--- src/rtl/exp4_unidade_controle.sv ---
// exp4_unidade_controle: Moore FSM that sequences one memory-game round; define UC_TIMEOUT_EN for the inactivity timeout
module exp4_unidade_controle #(
    parameter int TIMEOUT_CYCLES = 5000
) (
    input  logic       clock,
    input  logic       reset,
    input  logic       iniciar,
    input  logic       jogada,
    input  logic       igual,
    input  logic       fimC,
    output logic       zeraC,
    output logic       contaC,
    output logic       zeraR,
    output logic       registraR,
    output logic       pronto,
    output logic       acertou,
    output logic       errou,
    output logic       timeout,
    output logic [3:0] db_estado
);
    typedef enum logic [3:0] {
        INICIAL     = 4'h0,
        PREPARACAO  = 4'h1,
        ESPERA      = 4'h2,
        REGISTRA    = 4'h4,
        COMPARACAO  = 4'h5,
        PROXIMO     = 4'h6,
        FIM_ACERTOU = 4'hA,
        FIM_TIMEOUT = 4'hD,
        FIM_ERROU   = 4'hE
    } estado_t;

    estado_t r_estado;
    estado_t w_proximo;

`ifdef UC_TIMEOUT_EN
    localparam int TW = $clog2(TIMEOUT_CYCLES);
    logic [TW-1:0] r_timer;
    logic          w_expirou;
    assign w_expirou = r_timer == TW'(TIMEOUT_CYCLES - 1);
`endif

    assign db_estado = r_estado;

    // next-state decode; a play beats an expiring timer, unused codes fall back to inicial
    always_comb begin
        w_proximo = INICIAL;
        case (r_estado)
            INICIAL:     w_proximo = iniciar ? PREPARACAO : INICIAL;
            PREPARACAO:  w_proximo = ESPERA;
`ifdef UC_TIMEOUT_EN
            ESPERA:      w_proximo = jogada ? REGISTRA : w_expirou ? FIM_TIMEOUT : ESPERA;
            FIM_TIMEOUT: w_proximo = iniciar ? PREPARACAO : FIM_TIMEOUT;
`else
            ESPERA:      w_proximo = jogada ? REGISTRA : ESPERA;
`endif
            REGISTRA:    w_proximo = COMPARACAO;
            COMPARACAO:  w_proximo = !igual ? FIM_ERROU : fimC ? FIM_ACERTOU : PROXIMO;
            PROXIMO:     w_proximo = ESPERA;
            FIM_ACERTOU: w_proximo = iniciar ? PREPARACAO : FIM_ACERTOU;
            FIM_ERROU:   w_proximo = iniciar ? PREPARACAO : FIM_ERROU;
            default:     w_proximo = INICIAL;
        endcase
    end

    // state register with outputs registered from the next state, so they track the state exactly
    always_ff @(posedge clock) begin
        if (reset) begin
            r_estado  <= INICIAL;
            zeraC     <= 1'b0;
            zeraR     <= 1'b0;
            contaC    <= 1'b0;
            registraR <= 1'b0;
            pronto    <= 1'b0;
            acertou   <= 1'b0;
            errou     <= 1'b0;
            timeout   <= 1'b0;
        end else begin
            r_estado  <= w_proximo;
            zeraC     <= w_proximo == PREPARACAO;
            zeraR     <= w_proximo == PREPARACAO;
            contaC    <= w_proximo == PROXIMO;
            registraR <= w_proximo == REGISTRA;
            pronto    <= w_proximo == FIM_ACERTOU || w_proximo == FIM_ERROU || w_proximo == FIM_TIMEOUT;
            acertou   <= w_proximo == FIM_ACERTOU;
            errou     <= w_proximo == FIM_ERROU;
`ifdef UC_TIMEOUT_EN
            timeout   <= w_proximo == FIM_TIMEOUT;
`else
            timeout   <= 1'b0;
`endif
        end
    end

`ifdef UC_TIMEOUT_EN
    // inactivity timer: counts cycles spent in espera_jogada, restarts on every entry
    always_ff @(posedge clock) begin
        r_timer <= (!reset && r_estado == ESPERA && w_proximo == ESPERA) ? r_timer + 1'b1 : '0;
    end
`endif
endmodule
--- config.mk ---
export PLATFORM = sky130hd
export DESIGN_NAME = exp4_unidade_controle
export DESIGN_NICKNAME = d
export VERILOG_FILES = /design/src/rtl/exp4_unidade_controle.sv
export SDC_FILE = /design/constraint.sdc
export NUM_CORES = 1
export LEC_CHECK = 0
export ABC_AREA = 1
export CORE_MARGIN = 2
export CORE_UTILIZATION = 36
export CTS_CLUSTER_SIZE = 28
export DETAILED_ROUTE_END_ITERATION = 8
export HOLD_SLACK_MARGIN = 0.12
export MAX_ROUTING_LAYER = met4
export PLACE_DENSITY = 0.7
export SLEW_MARGIN = 20
export SYNTH_ARGS = -nofsm -noshare
export SYNTH_HDL_FRONTEND = slang
export SYNTH_SLANG_ARGS = --single-unit
--- constraint.sdc ---
create_clock -name clock -period 1 [get_ports clock]
set_input_delay 0.25 -clock clock [delete_from_list [all_inputs] [get_ports clock]]
set_output_delay 0.25 -clock clock [all_outputs]
set_load 0.005 [all_outputs]
==> metrics.txt <==
initial detailed-routing violation count 8; layout cells sized above 1 57.4%; dpl ws -315 ps; Setup crit end kind flip-flop; Hold/Removal Path Class input port to flip-flop; drt via density 4.44; # diodes 0; Area contributors post-synth dfxtp_1 42%, nand2_1 9.5%, inv_1 8.7%; deepest clock path buffer count 2; synthesized area per cell 7.17 µm²; Layout Skew 8.13 ps; drt total wl 1140 µm; vias in the first global route 450; Stages on worst setup path 8; largest net degree at the start of global routing 7; Hold-fix buffers, CTS 0; hold_ws 668 ps; RSZ-0062 raised after global routing true; CTS tree yes; FMAX 869 MHz; placed cell areas 684 µm²; hold path startpoint reset; Compound-Gate Fraction of Synth Area 3.70%; Yosys reg bits 10; Gate power share 20.1%; CP required 1200 ps; row count 13; run status finished with violations; FF-to-FF path depth 8; area growth from synthesis to layout 63.0%; Register Area 211 µm²; Die ar. 1620 µm²; Fin Setup TNS -1130 ps; # IOs 18; Crit Path Max Fanout 6; sw frac 24.9%; DRT Pass-1 Iters 4; Die Wd 40.2 µm; Fillers 128; largest area contributor in the netlist dfxtp_1; Worst Path Arrival 1350 ps; violations in the final reports setup timing; Pwr Density 1260 nW/µm²; post-synthesis mux area share 0%; DR DRC count 0; M1 WL 449 µm; routed wl met2 612 µm; Adder-Cell Fraction of Synth Area 0%; cell area after synthesis 473 µm²; dpl hpwl 795 µm; worst setup margin -150 ps; crit-path most repeated cell nand3_2; Syn Inst Count 66; first-pass GRT wire length 1750 µm; Switch Pwr 0.000242 W; max layer used met4; final core occ 60.7%; TritonCTS Buffers 3; CP Cell Sequence buf_6 -> nor2_4 -> nand3_2 -> nand2_2 -> inv_2 -> nand2_4 -> nand3_2 -> nor2_1; leak pwr 0.408 nW; CP Capture Point contaC; Post-Synth XOR/XNOR Area 0%; most frequent cells in the layout 9 x inv_2, 9 x nand2_1, 8 x buf_2, 8 x buf_4; port buffer count 16; met3 wire length 59 µm; final worst path period share 115%; drt wl/cell 10.4 µm; Worst path max stage delay 340 ps; GP Congestion 0.777; area occupied by multi-input gates 240 µm²; Final #Nets 101; Top delay family on crit path simple AND/OR/NAND/NOR gates; sequential share of the synthesized area 42.3%; CP startpoint db_estado[0]; Hold Vio Cnt, Final 0; Peak supply drop 0.809 mV; fin. max-slew vios 0; final setup fails 12; clk slew on worst S/H paths 70 ps; total congestion overflow 0; Flop pwr share 43.4%; Yosys top cell area share 42.3%; reg2reg setup slack -150 ps; fin crit period 1150 ps; largest family of logic cells by synthesized area simple AND/OR/NAND/NOR gates; CTS H-tree depth 1; initial antenna violation count 0; CP max-delay cell dfxtp_4; ANT nets after route 0; Mapped Nets 72; Synth Area in Simple Gates 37.3%; Netlist cell types 15; Initial Util 37.3%; Critical Path Start Type flip-flop; Internal Dissipation 0.000729 W; Placeable Area 1270 µm²; # clock sinks 10; clock root buffer clkbuf_4; Reg-to-Reg Start db_estado[0]; FF-to-FF End contaC; vias 484; total track usage 17.1%; Synth warnings 0; Crit Path Class flip-flop to flip-flop; fin area 771 µm²; Max Cap Viol 0; Buf/Inv on CP 2; Die Y-Extent 40.2 µm; clock network power share 36.5%; worst-skew pair later-pin latency 260 ps
per-layer routing:
layer / global-route usage, % / vias up
li1: - / 251
met1: 19.0 / 217
met2: 28.2 / 14
met3: 6.67 / 2
met4: 5.00 / 0
met5: - / -
how the worst min path moves through the flow:
| stage | endpoint | slack, ps | cells past startpoint |
|---|---|---|---|
| after floorplan | db_estado[0] | 310 | 1 |
| after global placement | registraR | 640 | 4 |
| final | db_estado[0] | 670 | 3 |
| after global routing | db_estado[0] | 670 | 3 |
| after CTS | db_estado[0] | 650 | 3 |
| after detailed placement | registraR | 650 | 4 |
cell usage after synthesis (all sizes together):
cell   count
inv       16
conb       1
nand2     13
nor3       1
a21oi      2
buf        2
o31ai      1
nand3      8
nor2      12
dfxtp     10
power groups by stage:
stage	Sequential (W)	Clock, W	Combinational [W]
after floorplan	0.000438	0	0.0000830
after global placement	0.000436	0	0.000163
after detailed placement	0.000436	0	0.000166
after CTS	0.000420	0.000370	0.000182
after global routing	0.000423	0.000388	0.000217
final	0.000421	0.000354	0.000196
logic make-up after synthesis:
| group | count (synthesis) |
|---|---|
| other | 1 |
| and+or+nand+nor | 34 |
| AOI/OAI and AO/OA | 3 |
| DFF | 10 |
| buffers and inverters | 18 |
layout make-up:
type / instances / area share [%]
repair buffers: 26 / 26.5
multi-input cells: 38 / 31.2
well taps: 15 / 2.44
inverters: 16 / 7.79
clock buffers: 4 / 4.71
flip-flops and latches: 10 / 27.4
worst reg2reg max path: cells and delay by family (launching register included):
| kind | cells | cell delay, ps |
|---|---|---|
| AND/OR/NAND/NOR | 6 | 580 |
| flip-flops | 1 | 340 |
| buffers and inverters | 2 | 150 |
state kept, by name, summed over array words and instances (netlist names):
signal and cells:
acertou 1, contaC 1, db_estado 4, errou 1, pronto 1, registraR 1, zeraR 1
through the flow:
stage | std cells | power [W]
2_1_floorplan | 66 | 0.000521
3_3_place_gp | 101 | 0.000599
3_5_place_dp | 101 | 0.000603
4_1_cts | 109 | 0.000972
5_1_grt | 109 | 0.00103
6_report | 109 | 0.000971
timing repair:
| action | 4_1_cts | 5_1_grt |
|---|---|---|
| pin swaps | 4 | 1 |
| setup endpoints to repair | 20 | 13 |
| endpoints found under the hold margin | 0 | 0 |
| setup buffers | 4 | 1 |
| gates resized for setup | 56 | 9 |
Power figures use the tool's default switching activity.
